$ cat src/rtl/mips_pipe_pkg.sv
// Shared pipeline definitions: fetch FSM encoding, NOP word, prefetch entry payload.
package mips_pipe_pkg;

  localparam int unsigned INSTR_W = 32;
  localparam logic [INSTR_W-1:0] NOP_INSTR = 32'h0000_0000;

  typedef enum logic [1:0] {
    IDLE = 2'd0,
    WAIT = 2'd1,
    DROP = 2'd2
  } fetchState_e;

  // One prefetch slot: the PC+4 of the word travels with it so decode gets both together.
  typedef struct packed {
    logic [INSTR_W-1:0] pcPlus4;
    logic [INSTR_W-1:0] instr;
  } fetchEntry_t;

  // Clear the two byte-offset bits of a target address.
  function automatic logic [INSTR_W-1:0] wordAlign(input logic [INSTR_W-1:0] addr);
    return addr & {{(INSTR_W-2){1'b1}}, 2'b00};
  endfunction

endpackage

$ cat src/rtl/ifetch_fifo.sv
// Prefetch buffer: DEPTH-entry circular buffer of fetchEntry_t with push/pop/flush.
// The head is held in a register so the IF/ID-facing outputs are flop-driven; a push
// becomes visible at the head on the edge after it is written (no bypass).
// Ports:
//   clk, reset          clock, asynchronous active-high reset
//   push, pushData      write one entry (never into a full buffer unless popping too)
//   pop                 retire the head; ignored when empty
//   flush               empty the buffer; overrides push and pop
//   head, headValid     registered head entry (all-zero when empty) and its valid flag
//   full                all DEPTH slots occupied
module ifetch_fifo
  import mips_pipe_pkg::*;
#(
  parameter int unsigned DEPTH = 4
) (
  input  logic        clk,
  input  logic        reset,
  input  logic        push,
  input  logic        pop,
  input  logic        flush,
  input  fetchEntry_t pushData,
  output fetchEntry_t head,
  output logic        headValid,
  output logic        full
);

  localparam int unsigned PTR_W = $clog2(DEPTH);
  localparam int unsigned CNT_W = $clog2(DEPTH + 1);

  fetchEntry_t      mem [DEPTH];
  logic [PTR_W-1:0] rdPtr;
  logic [PTR_W-1:0] wrPtr;
  logic [CNT_W-1:0] count;
  logic [CNT_W-1:0] nextCount;
  logic             doPush;
  logic             doPop;
  fetchEntry_t      nextHead;
  logic             nextHeadValid;

  assign full = (count == CNT_W'(DEPTH));

  // Next occupancy and next head; the head register mirrors mem[rdPtr] except that
  // a word pushed into an empty (or just-emptied) buffer is taken straight from pushData.
  always_comb begin
    doPush        = push & ~flush;
    doPop         = pop & ~flush & (count != '0);
    nextCount     = count;
    nextHead      = head;
    nextHeadValid = headValid;
    if (doPush && !doPop) begin
      nextCount = count + CNT_W'(1);
    end else if (!doPush && doPop) begin
      nextCount = count - CNT_W'(1);
    end
    if (flush || (nextCount == '0)) begin
      nextHead      = '0;
      nextHeadValid = 1'b0;
    end else if ((count == '0) || (doPop && (count == CNT_W'(1)))) begin
      nextHead      = pushData;
      nextHeadValid = 1'b1;
    end else if (doPop) begin
      nextHead      = mem[rdPtr + PTR_W'(1)];
      nextHeadValid = 1'b1;
    end
  end

  // Pointers, occupancy and registered head.
  always_ff @(posedge clk or posedge reset) begin
    if (reset) begin
      rdPtr     <= '0;
      wrPtr     <= '0;
      count     <= '0;
      head      <= '0;
      headValid <= 1'b0;
    end else begin
      if (flush) begin
        rdPtr <= '0;
        wrPtr <= '0;
      end else begin
        if (doPush) wrPtr <= wrPtr + PTR_W'(1);
        if (doPop)  rdPtr <= rdPtr + PTR_W'(1);
      end
      count     <= flush ? '0 : nextCount;
      head      <= nextHead;
      headValid <= nextHeadValid;
    end
  end

  // Storage array; contents are don't-care until written.
  always_ff @(posedge clk) begin
    if (doPush) mem[wrPtr] <= pushData;
  end

  // The issue gate reserves a slot before requesting, so this can only fire on a logic bug.
  pushIntoFull: assert property (@(posedge clk) disable iff (reset)
    !(push && full && !pop && !flush));

endmodule

$ cat src/rtl/ifetch_prefetch_unit.sv
// Fetch stage: owns the PC, issues one word fetch at a time over a req/ack handshake with
// variable latency, buffers returned words and presents {instr, pc+4} to IF/ID.
// Optional build macro IFETCH_PERF_CNT_EN adds perf_fetch_cnt / perf_bubble_cnt.
// Ports:
//   clk, reset                    clock, asynchronous active-high reset
//   stall_f                       decode will not accept this cycle
//   redirect, redirect_pc         branch/jump redirect from decode (low two bits ignored)
//   imem_req, imem_addr           fetch request; address held until ack
//   imem_ack, imem_rdata          one-cycle response pulse and data
//   instr_valid_f, instr_f,       head of the prefetch buffer; NOP and 0 when empty
//   pc_plus4_f
//   perf_fetch_cnt                (IFETCH_PERF_CNT_EN) acks accepted, including dropped ones
//   perf_bubble_cnt               (IFETCH_PERF_CNT_EN) cycles decode was ready but got a bubble
module ifetch_prefetch_unit
  import mips_pipe_pkg::*;
#(
  parameter int unsigned        DEPTH    = 4,
  parameter logic [INSTR_W-1:0] RESET_PC = 32'h0000_0000
) (
  input  logic               clk,
  input  logic               reset,
  input  logic               stall_f,
  input  logic               redirect,
  input  logic [INSTR_W-1:0] redirect_pc,
  output logic               imem_req,
  output logic [INSTR_W-1:0] imem_addr,
  input  logic               imem_ack,
  input  logic [INSTR_W-1:0] imem_rdata,
  output logic               instr_valid_f,
  output logic [INSTR_W-1:0] instr_f,
  output logic [INSTR_W-1:0] pc_plus4_f
`ifdef IFETCH_PERF_CNT_EN
  ,
  output logic [31:0]        perf_fetch_cnt,
  output logic [31:0]        perf_bubble_cnt
`endif
);

  fetchState_e        state;
  fetchState_e        nextState;
  logic [INSTR_W-1:0] fetchPc;
  logic               issue;
  logic               pushEn;
  logic               popEn;
  logic               fifoFull;
  fetchEntry_t        pushEntry;
  fetchEntry_t        fifoHead;

  // imem_addr is the PC of the outstanding request while in WAIT.
  assign pushEntry = '{pcPlus4: imem_addr + 32'd4, instr: imem_rdata};
  assign popEn     = instr_valid_f & ~stall_f;
  assign instr_f   = fifoHead.instr;
  assign pc_plus4_f = fifoHead.pcPlus4;

  // Fetch sequencing: an ack is only ever accepted from WAIT/DROP, and a request is only
  // issued from IDLE, so a new request can never coincide with an ack.
  always_comb begin
    nextState = state;
    issue     = 1'b0;
    pushEn    = 1'b0;
    unique case (state)
      IDLE: begin
        if (!redirect && !fifoFull) begin
          nextState = WAIT;
          issue     = 1'b1;
        end
      end
      WAIT: begin
        if (imem_ack) begin
          nextState = IDLE;
          pushEn    = ~redirect;
        end else if (redirect) begin
          nextState = DROP;
        end
      end
      DROP: begin
        if (imem_ack) nextState = IDLE;
      end
      default: nextState = IDLE;
    endcase
  end

  // State, request handshake and PC.
  always_ff @(posedge clk or posedge reset) begin
    if (reset) begin
      state     <= IDLE;
      imem_req  <= 1'b0;
      imem_addr <= RESET_PC;
      fetchPc   <= RESET_PC;
    end else begin
      state    <= nextState;
      imem_req <= (nextState != IDLE);
      if (issue) imem_addr <= fetchPc;
      if (redirect) begin
        fetchPc <= wordAlign(redirect_pc);
      end else if (pushEn) begin
        fetchPc <= fetchPc + 32'd4;
      end
    end
  end

  ifetch_fifo #(
    .DEPTH(DEPTH)
  ) uFifo (
    .clk      (clk),
    .reset    (reset),
    .push     (pushEn),
    .pop      (popEn),
    .flush    (redirect),
    .pushData (pushEntry),
    .head     (fifoHead),
    .headValid(instr_valid_f),
    .full     (fifoFull)
  );

`ifdef IFETCH_PERF_CNT_EN
  // Free-running wrap-around event counters.
  always_ff @(posedge clk or posedge reset) begin
    if (reset) begin
      perf_fetch_cnt  <= '0;
      perf_bubble_cnt <= '0;
    end else begin
      if (imem_ack && (state != IDLE)) perf_fetch_cnt <= perf_fetch_cnt + 32'd1;
      if (!stall_f && !instr_valid_f)  perf_bubble_cnt <= perf_bubble_cnt + 32'd1;
    end
  end
`endif

endmodule

$ cat config.mk
export PLATFORM = sky130hd
export DESIGN_NAME = ifetch_prefetch_unit
export DESIGN_NICKNAME = d
export VERILOG_FILES = /design/src/rtl/mips_pipe_pkg.sv /design/src/rtl/ifetch_fifo.sv /design/src/rtl/ifetch_prefetch_unit.sv
export SDC_FILE = /design/constraint.sdc
export NUM_CORES = 1
export LEC_CHECK = 0
export BUFFER_PORTS_ARGS = -buffer_cell sky130_fd_sc_hd__buf_2
export CAP_MARGIN = 10
export CORE_AREA = 5 5 135 266
export CTS_CLUSTER_SIZE = 14
export DETAILED_ROUTE_END_ITERATION = 10
export DIE_AREA = 0 0 140 271
export MAX_ROUTING_LAYER = met4
export PLACE_DENSITY_LB_ADDON = 0.12
export SLEW_MARGIN = 20
export SYNTH_ARGS = -nofsm -noshare
export SYNTH_HDL_FRONTEND = slang
export SYNTH_SLANG_ARGS = --single-unit
$ cat constraint.sdc
create_clock -name clk -period 4.4 [get_ports clk]
set_input_delay 1.1 -clock clk [delete_from_list [all_inputs] [get_ports clk]]
set_output_delay 1.1 -clock clk [all_outputs]
set_load 0.02 [all_outputs]
# Yosys cells after proc, flatten, opt, wreduce, memory -nomap -nowiden
# Memory sizes are Yosys's and may differ from the RTL's.
# Index checks and enable logic that the tools add are counted.
[op_classes] addsub=6 eq_ne=4 muxes=26 bitwise=6 n_reduce_logical=19
[ops] op="two-way mux 64 bit" count=3
[ops] op="adder 32 x 3 -> 32 bit, second input constant" count=2
[ops] op="two-way mux 32 bit" count=2
[ops] op="two-way mux 2 bit" count=8
[ops] op="two-way mux 1 bit" count=9
[ops] op="two-way mux 3 bit" count=3
[ops] op="nonzero test 2 bit" count=4
[ops] op="zero test 3 bit" count=2
[ops] op="case mux 2 bit (3 select lines)" count=1
[ops] op="nonzero test 3 bit" count=2
[ops] op="adder 2 x 1 -> 2 bit, second input constant" count=2
[ops] op="bitwise AND 1 bit" count=4
[ops] op="logical AND 1 bit" count=4
[ops] op="zero test 1 bit" count=4
[ops] op="adder 3 x 1 -> 3 bit, second input constant" count=1
[ops] op="equality test 3 x 1 -> 1 bit, second input constant" count=1
[ops] op="equality test 3 bit, second input constant" count=1
[ops] op="subtractor 3 x 1 -> 3 bit, second input constant" count=1
[ops] op="equality test 2 x 1 -> 1 bit, second input constant" count=1
[ops] op="equality test 2 bit, second input constant" count=1
[ops] op="zero test 2 bit" count=1
[ops] op="logical OR 1 bit" count=2
[ops] op="NOT 1 bit" count=2
[totals] regBits=139 mem_bits_rw=256 input_bits=69 output_inout_bits=98 word_cells=72 mem_count=1
[memory_table] name="uFifo.mem" depth=4 width=64 read_ports=1 rd_clocked_by_memory_dff=0 wr=1 line_no="ifetch_fifo.sv:30" source="fetchEntry_t mem [DEPTH];"

# Longest topological paths before layout
# Gate-level depths: netlist of run 1.
[logic_depth] word_depth=11 ltp_mapped=9 mapped_depth_nobuf=7

# Modules after synthesis
# Synthesis of run 1 repeated with hierarchy kept, for this count alone.
[unflattened] cells_unflattened=1124 hier_area_um2=16854.9
[modules_own_cells] module="ifetch_fifo" instances=1 cells_each=758 area_per_inst_um2=13213.9 seq_area_each_um2=9489.1
[modules_own_cells] module="ifetch_prefetch_unit" instances=1 cells_each=366 area_per_inst_um2=3641.0 seq_area_each_um2=1576.5

# Worst setup path before layout of run 1
# OpenSTA, ideal clock, no wires.
[synth_path] path_type="input port to flip-flop" from="input redirect" to="memory uFifo.mem[0][0] (netlist bit), enable pin" setup_time_ps=427 arrival_time_ps=2903 slack_ps=1070 cell_stages=2 path_buffers=0 path_cell_list="and4bb_1 and2_1"
[synth_between] elab_chain_len=6
[synth_rtl] element="start: declaration" line_no="ifetch_prefetch_unit.sv:23" source="input logic redirect,"
[synth_rtl] element="NOT 1 bit *" line_no="ifetch_fifo.sv:45, ifetch_prefetch_unit.sv:71"
[synth_rtl] element="two-way mux 1 bit" line_no="ifetch_prefetch_unit.sv:69" source="if (imem_ack) begin"
[synth_rtl] element="two-way mux 1 bit" line_no="ifetch_prefetch_unit.sv:61" source="unique case (state)"
[synth_rtl] element="bitwise AND 1 bit *" line_no="ifetch_fifo.sv:45" source="doPush = push & ~flush;"
[synth_rtl] element="two-way mux 1 bit *" line_no="ifetch_fifo.sv:91" source="if (doPush) mem[wrPtr] <= pushData;"
[synth_rtl] element="two-way mux 1 bit (implied by the code) *" line_no="ifetch_fifo.sv:91"
[synth_rtl] element="end: declaration" line_no="ifetch_fifo.sv:30"
# Every way passes the cells marked *; elsewhere a longest branch is shown, timed or not.

# Worst setup path in the final report of run 1
[layout_path] from="register uFifo.count[0]" to="register uFifo.head[61] (netlist bit)"
[layout_between] elab_chain_len=8 word_cells_on_any_way=18 cone_classes="add/sub (2); eq/ne (1); mux (4); bitwise (1); reduce/logical (10)"
[layout_rtl] element="start: declaration" line_no="ifetch_fifo.sv:33" source="logic [CNT_W-1:0] count;"
[layout_rtl] element="start signal: assignment" line_no="ifetch_fifo.sv:83" source="count <= flush ? '0 : nextCount;"
[layout_rtl] element="parallel branches: the longest is 8 deep, another holds subtractor 3 x 1 -> 3 bit"
[layout_rtl] element="end signal: assignment" line_no="ifetch_fifo.sv:84" source="head <= nextHead;"
[layout_rtl] element="end: declaration" line_no="ifetch_fifo.sv:22" source="output fetchEntry_t head,"
# Parallel ways; which one is timed is not known.
# A chain may end at the register's enable or synchronous reset.

==> results of run 1 <==
==> path summary, 6_finish.rpt <==
check | startpoint | endpoint | cells after the start
setup / recovery | uFifo.count[0]$_DFF_PP0_ | uFifo.head[61]$_DFFE_PP0P_ | 8
hold / removal | fetchPc[31]$_DFFE_PP0N_ | imem_addr[31]$_DFFE_PP0P_ | 1
max in group asynchronous | reset | uFifo.head[24]$_DFFE_PP0P_ | 3
hold reg to reg | fetchPc[31]$_DFFE_PP0N_ | imem_addr[31]$_DFFE_PP0P_ | 1
min in group asynchronous | reset | uFifo.head[8]$_DFFE_PP0P_ | 2
setup reg to reg | uFifo.count[0]$_DFF_PP0_ | uFifo.head[61]$_DFFE_PP0P_ | 8
==> critical path, stage by stage, from the launching register on <==
cell and delay (ns):
dfrtp_1 0.44, inv_1 0.13, ha_1 0.37, nor2b_1 0.39, o211ai_1 0.18, a21boi_0 0.30
o32a_2 0.48, buf_12 0.36, a311oi_1 0.10
==> registers in the layout (all words and copies together) (netlist names) <==
register         flops
fetchPc             30
imem_addr           30
imem_req             1
state                2
uFifo.count          3
uFifo.head          63
uFifo.headValid      1
uFifo.mem          248
uFifo.rdPtr          2
uFifo.wrPtr          2
==> stage by stage <==
| stage | util [%] | setup WS, ns |
|---|---|---|
| floorplan | - | 1.07 |
| global placement | 53.5 | 1.02 |
| detailed placement | 53.5 | 0.881 |
| CTS | 56.9 | 1.44 |
| global route | 56.9 | 1.21 |
| finish | 56.9 | 1.40 |
==> cell type report <==
cell class | instances | area, um^2
Antenna cell | 2 | 5.00
Clock buffer | 56 | 1050
Clock inverter | 7 | 100
Fill cell | 2798 | 14400
Inverter | 13 | 52.6
Multi-Input combinational cell | 601 | 5420
Sequential cell | 382 | 10800
Tap cell | 436 | 546
Timing Repair Buffer | 184 | 1090
==> per-layer routing <==
layer,vias up,global-route usage [%],part of all wire (%)
met5,-,-,0
met4,0,6.56,2.5
met3,60,2.95,3.7
met2,223,37.4,55
met1,4970,25.0,39
li1,4451,-,-
==> power by group through the flow <==
| stage | clock network, mW | registers, mW | logic, mW |
|---|---|---|---|
| after floorplan | 0 | 5.09 | 1.56 |
| after detailed placement | 0 | 4.82 | 2.88 |
| after global routing | 3.29 | 4.81 | 3.07 |
| final | 3.06 | 4.74 | 2.83 |
| after global placement | 0 | 4.80 | 2.84 |
| after CTS | 3.16 | 4.75 | 2.88 |
==> cell usage in the layout, fill, tap and decap left out, types with 15 or more instances in the layout <==
cell type,instances
a2111oi_2,34
a21oi_1,15
buf_2,161
clkbuf_16,36
dfrtp_1,132
edfxtp_1,248
mux2_2,27
mux2i_1,37
mux4_2,62
nand2_1,58
nand3_1,22
nand4_1,20
nor2_1,66
o21ai_0,32
xnor2_1,20
xor2_1,28
==> cell families (layout without fill, tap and decap cells) <==
group                      after synthesis  after routing
adders and majority gates               12             12
muxes                                  126            126
and+or+nand+nor                        261            261
other                                    1              4
xor gates and xnor gates                48             48
AOI/OAI and AO/OA                      152            152
buffers and inverters                   83            260
DFF                                    382            382
==> summary.md, run 1 <==
| Metric | Value |
|---|---|
| Status | finished clean |
| Sw frac | 33.4% |
| Final WL | 38,300 um |
| Final non-filler cell total | 1,681 |
| DRC | 0 |
| Min Hold Slack | 0.546 ns |
| Top post-synthesis cells by count | edfxtp_1 (248), dfrtp_1 (134), nor2_1 (67) |
| CTS tree | yes |
| Largest cells by area after synthesis | edfxtp_1 (45%), dfrtp_1 (20%), mux4_2 (8.4%) |
| Top-count cell post-synth | edfxtp_1 |
| CTS Sinks | 382 |
| Setup Skew | 0.0206 ns |
| Pin slew with the least headroom to its limit | 0.889 ns |
| Final GP Congestion | 0.793 |
| Post-synthesis cell area | 16,600 um^2 |
| Synth Area in Simple Gates | 8.60% |
| Largest net degree at the start of global routing | 72 |
| Die Y | 271 um |
| Accumulated negative setup slack | 0 ns |
| Synth Area per Inst | 15.6 um^2 |
| Detailed placement HPWL | 24,500 um |
| Worst vdd ir | 0.000348 V |
| Clock Tree Root | clkbuf_16 |
| Placed Cells incl. Taps | 1,616 |
| R2r setup slk | 1.40 ns |
| #FFs+latches synth | 382 |
| Mux cell area share after synthesis | 12.5% |
| GRT Total Usage | 21.1% |
| F_max | 333 MHz |
| Post-synth top area share | 44.9% |
| Sequential share of the synthesized area | 65.2% |
| Clock group share of total power | 28.8% |
| Antenna violations before repair | 2 |
| Critical Path RT | 4.78 ns |
| Complex-gate fraction of the synthesized area | 7.88% |
| Sequential share of power | 44.6% |
| Hold buffer count at CTS | 0 |
| Internal | 7.08 mW |
| Leak | 7.00 nW |
| Largest family of logic cells by synthesized area | multiplexers |
| Post-Layout Inst Area | 19,100 um^2 |
| Average wire per standard cell | 22.8 um |
| ANT nets after route | 0 |
| # H-tree levels | 2 |
| Cell Pwr Density | 557 nW/um^2 |
| DIE AREA | 37,900 um^2 |
| Fin nets | 1,296 |
| Sw Pwr | 3.55 mW |
| Starting Density | 49.4% |
| Clock-pin transition on the worst setup and hold timing paths | 0.07 ns |
| Synthesis Warnings | 0 |
| Total gr overflow | 0 |
| Buffers on Ports | 162 |
| Setup crit end kind | flip-flop |
| DIE WIDTH | 140 um |
| Clock buffer count from CTS | 35 |
| I/O Pins | 167 |
| Initial drt markers | 480 |
| Xor-xnor portion of the synthesized cell area | 2.54% |
| Clock Path Buffers | 3 |
| Hold Vio Cnt, Final | 0 |
| Max Cap Viol | 0 |
| Arr. time, crit path | 3.38 ns |
| Core area | 33,500 um^2 |
| First-pass GRT wire length | 60,900 um |
| Post-synth EDFFs | 248 |
| Hold crit path type | reg -> reg |
| Via count | 9,704 |
| CP Launch Type | flip-flop |
| First drt pass iteration count | 5 |
| Slew headroom | 40.5% |
| Period Utilization, post-route | 68.2% |
| Std cell rows | 95 |
| Post-layout min period | 3.00 ns |
| Fraction of registers with async set/reset | 35.1% |
| Placed cell area | 17,900 um^2 |
| Post-synthesis adder-cell area fraction | 0.876% |
| Clock latency on the worst-skew pair | 0.53 ns |
| RSZ-0062 raised after global routing | false |
| Combinational share of power | 26.6% |
| Max FO, Critical Path | 52 |
| Synth area leader | edfxtp_1 |
| Vias in the first global route | 10.4k |
| # Post-CTS Setup Buffers | 0 |
| Setup Viol. Count Final | 0 |
| Layout Area Growth over Synthesis | 15.1% |
| Overall power | 10.6 mW |
| Mapped Cells | 1,065 |
| Layout cells sized above 1 | 31.3% |
| Synth cell types | 70 |
| CTS resizes | 0 |
| Fin. max-slew vios | 0 |
| Ys flop type | edfxtp_1 |
| Crit Path Category | reg -> reg |
| Via/cell ratio | 5.77 |
(Power assumes the default switching activity.)
==> run 2, diff against run 1 <==
--- a/config.mk
+++ b/config.mk
@@ -5,12 +5,13 @@
 export SDC_FILE = /design/constraint.sdc
 export NUM_CORES = 1
 export LEC_CHECK = 0
+export ABC_AREA = 1
 export BUFFER_PORTS_ARGS = -buffer_cell sky130_fd_sc_hd__buf_2
 export CAP_MARGIN = 10
-export CORE_AREA = 5 5 135 266
+export CORE_AREA = 5 5 137 269
 export CTS_CLUSTER_SIZE = 14
 export DETAILED_ROUTE_END_ITERATION = 10
-export DIE_AREA = 0 0 140 271
+export DIE_AREA = 0 0 142 274
 export MAX_ROUTING_LAYER = met4
 export PLACE_DENSITY_LB_ADDON = 0.12
 export SLEW_MARGIN = 20
==> constraint.sdc (replaced) <==
create_clock -name clk -period 2.5 [get_ports clk]
set_input_delay 0.625 -clock clk [delete_from_list [all_inputs] [get_ports clk]]
set_output_delay 0.625 -clock clk [all_outputs]
set_load 0.02 [all_outputs]
==> summary.md, run 2 <==
| Metric | Value |
|---|---|
| CP Launch Type | flip-flop |
| Synthesis Warnings | 0 (unchanged) |
| Vias in the first global route | 13.0k (+25%) |
| Most common cell after layout, fill and taps aside | nand2_1 |
| GRT Total Usage | 24.3% (+3.2 points) |
| F_max | 447 MHz (+34%) |
| ANT nets after route | 0 (unchanged) |
| Die Y | 274 um (+1.1%) |
| Placed cell area | 18,600 um^2 (+3.7%) |
| Arr. time, crit path | 2.64 ns (-0.74 ns) |
| FF-to-FF Start | imem_addr[2]$_DFFE_PP0P_ |
| Total gr overflow | 0 (unchanged) |
| Via/cell ratio | 5.38 (-6.8%) |
| Hold Vio Cnt, Final | 0 (unchanged) |
| Post-Layout Inst Area | 19,700 um^2 (+3.2%) |
| Setup crit end kind | flip-flop |
| Fin nets | 1,934 (+49%) |
| Clock latency on the worst-skew pair | 0.53 ns (about the same) |
| Worst r2r dst | uFifo.head[40]$_DFFE_PP0P_ |
| Sequential share of the synthesized area | 63.6% (-1.6 points) |
| Core area | 34,400 um^2 (+2.5%) |
| RSZ-0062 raised after global routing | false |
| Period Utilization, post-route | 89.6% (+21 points) |
| Post-synthesis cell area | 17,000 um^2 (+2.5%) |
| Setup Viol. Count Final | 0 (unchanged) |
| Met3 wire len | 1750 um (+23%) |
| Pin slew with the least headroom to its limit | 0.513 ns (-0.376 ns) |
| Worst setup margin | 0.261 ns (-1.14 ns) |
| DIE WIDTH | 142 um (+1.4%) |
| CTS tree | yes |
| Top-count cell post-synth | nand2_1 |
| R2r setup slk | 0.26 ns (-1.14 ns) |
| Layout cells sized above 1 | 17.3% (-14 points) |
| Top Registers | uFifo.mem: 248 flops, uFifo.head: 63 flops |
| Setup Skew | 0.0180 ns (-0.00266 ns) |
| Most frequent cells in the layout | nand2_1 (415), edfxtp_1 (248), buf_2 (162) |
| Post-layout min period | 2.24 ns (-0.760 ns) |
| I/O Pins | 167 (unchanged) |
| Hold crit path type | in -> async |
| Layout Area Growth over Synthesis | 15.9% |
| #FFs+latches synth | 382 (unchanged) |
| Final GP Congestion | 0.941 (+19%) |
| Accumulated negative setup slack | 0 ns (unchanged) |
| Largest cells by area after synthesis | edfxtp_1 (44%), dfrtp_1 (20%), nand2_1 (9.2%) |
| First drt pass iteration count | 5 (unchanged) |
| Top post-synthesis cells by count | nand2_1 (416), edfxtp_1 (248), nor2_1 (148) |
| Antenna violations before repair | 1 (-1) |
| CTS Sinks | 382 (unchanged) |
| Wire length on met2 | 24,500 um (+17%) |
| Largest Register | uFifo.mem |
| Leak | 8.13 nW (+16%) |
| Largest net degree at the start of global routing | 63 (-13%) |
| Final WL | 45,700 um (+19%) |
| Fin. max-slew vios | 0 (unchanged) |
| Mapped Cells | 1,684 (+58%) |
| Synth Area per Inst | 10.1 um^2 (-35%) |
| Detailed placement HPWL | 31,000 um (+27%) |
| Synth area leader | edfxtp_1 |
| DRC | 0 (unchanged) |
| Clock Tree Root | clkbuf_16 |
| Buffers on Ports | 162 (unchanged) |
| Average wire per standard cell | 19.7 um (-14%) |
| Post-synth EDFFs | 248 (unchanged) |
| Worst R2R Path Depth | 7 (-1) |
| Max Cap Viol | 0 (unchanged) |
| DIE AREA | 38,900 um^2 (+2.6%) |
| Min Hold Slack | 0.0384 ns (-0.507 ns) |
| Synth cell types | 46 (-34%) |
| # H-tree levels | 2 (unchanged) |
| Hold buffer count at CTS | 0 (unchanged) |
| Clock Path Buffers | 3 (unchanged) |
| Slew headroom | 65.4% (+25 points) |
| Worst vdd ir | 0.000553 V (+59%) |
| Ys flop type | edfxtp_1 |
| Crit Path Category | reg -> reg |
| Status | finished clean |
| Number of fillers in the final layout | 3,069 (+9.7%) |
| Max reg flops | 248 (unchanged) |
| Post-synth top area share | 43.8% (-1.1 points) |
| Max FO, Critical Path | 6 (-88%) |
| Initial drt markers | 676 (+41%) |
| Cell Pwr Density | 926 nW/um^2 (+66%) |
| Std cell rows | 96 (+1.1%) |
| Clock-pin transition on the worst setup and hold timing paths | 0.07 ns (about the same) |
| Starting Density | 49.4% (about the same) |
| Met1 WL | 16,900 um (+13%) |
| First-pass GRT wire length | 71,300 um (+17%) |
| Max layer used | met4 |
| DP Worst Slack | 0.00158 ns (-0.879 ns) |
| Via count | 12.5k (+29%) |
| Clock buffer count from CTS | 36 (+2.9%) |
| Fraction of registers with async set/reset | 35.1% (unchanged) |
| Critical Path RT | 2.90 ns (-1.88 ns) |
## run 2: cell types whose count changed after synthesis, sizes merged, moves of 27 or more
cell     previous run  this run
inv                13       129
a21oi              15        65
o22ai               1        57
or2                 9        38
mux2               27         0
nor2               67       154
o211ai              1        35
o21ai              39       109
mux4               62         0
mux2i              37         2
nand3              22       106
a2111oi            39         0
nand2              58       421
## run 2: how the worst max path moves through the flow
stage | from | to | slack, ns | depth (start not counted)
after floorplan | redirect | uFifo.mem[1][0]$_DFFE_PP_ | -0.67 | 4
after global placement | redirect | uFifo.head[6]$_DFFE_PP0P_ | 0.04 | 13
after detailed placement | redirect | uFifo.head[53]$_DFFE_PP0P_ | 0.002 | 13
after CTS | uFifo.count[0]$_DFF_PP0_ | uFifo.head[53]$_DFFE_PP0P_ | 0.13 | 13
after global routing | uFifo.count[0]$_DFF_PP0_ | uFifo.head[62]$_DFFE_PP0P_ | 0.07 | 14
final | imem_addr[2]$_DFFE_PP0P_ | uFifo.head[40]$_DFFE_PP0P_ | 0.26 | 7
## run 2: repair_timing
item | in CTS | in global routing
hold endpoints to repair | 0 | 0
resized for setup | 0 | 1
buffers inserted | 0 | 0
endpoints found under the setup margin | 0 | 30
## run 2: logic make-up (layout without fill, tap and decap cells)
group | after synthesis | after routing | share of synthesized area (%)
buf+inv | 214 | 408 | 5.00
xor+xnor | 24 | 24 | 1.24
fa+ha+maj | 10 | 10 | 0.737
mux | 2 | 2 | 0.118
flops | 382 | 382 | 63.6
other cells | 1 | 3 | 0.0221
simple gates | 748 | 748 | 18.7
compound gates | 303 | 303 | 10.6
## run 2: critical path: stages, from the launching register on
cell and delay [ns]:
dfrtp_1 0.46, ha_1 0.22, nand3_1 0.24, buf_4 0.24
nor3b_1 0.43, nor2_1 0.24, o211ai_1 0.21, a21oi_1 0.08
## run 2: layout make-up
type / count / area (um^2) / area share (%)
Timing Repair Buffer: 216 / 1370 / 6.96
Antenna cell: 1 / 2.50 / 0.0127
Inverter: 130 / 492 / 2.50
Multi-Input combinational cell: 1089 / 5370 / 27.3
Clock inverter: 9 / 96.3 / 0.489
Tap cell: 441 / 552 / 2.80
Clock buffer: 53 / 1010 / 5.11
Sequential cell: 382 / 10800 / 54.9
## run 2: per-layer routing
layer | track usage [%] | up-vias
met3 | 2.81 | 119
met5 | - | -
met4 | 12.2 | 0
li1 | - | 6090
met2 | 43.9 | 315
met1 | 26.0 | 5961
## run 2: power by group
group / leakage (nW) / switching [mW] / total, mW / internal, mW
logic: 3.60 / 3.18 / 4.59 / 1.41
registers: 3.99 / 0.678 / 8.38 / 7.70
clock network: 0.538 / 2.28 / 5.27 / 3.00
## run 2: stage by stage
step	util [%]	cells	total power, mW
2_1_floorplan	-	1685	11.3
3_3_place_gp	54.1	2258	13.1
3_5_place_dp	54.1	2258	13.1
4_1_cts	57.3	2320	18.4
5_1_grt	57.3	2321	19.2
6_report	57.3	2321	18.2
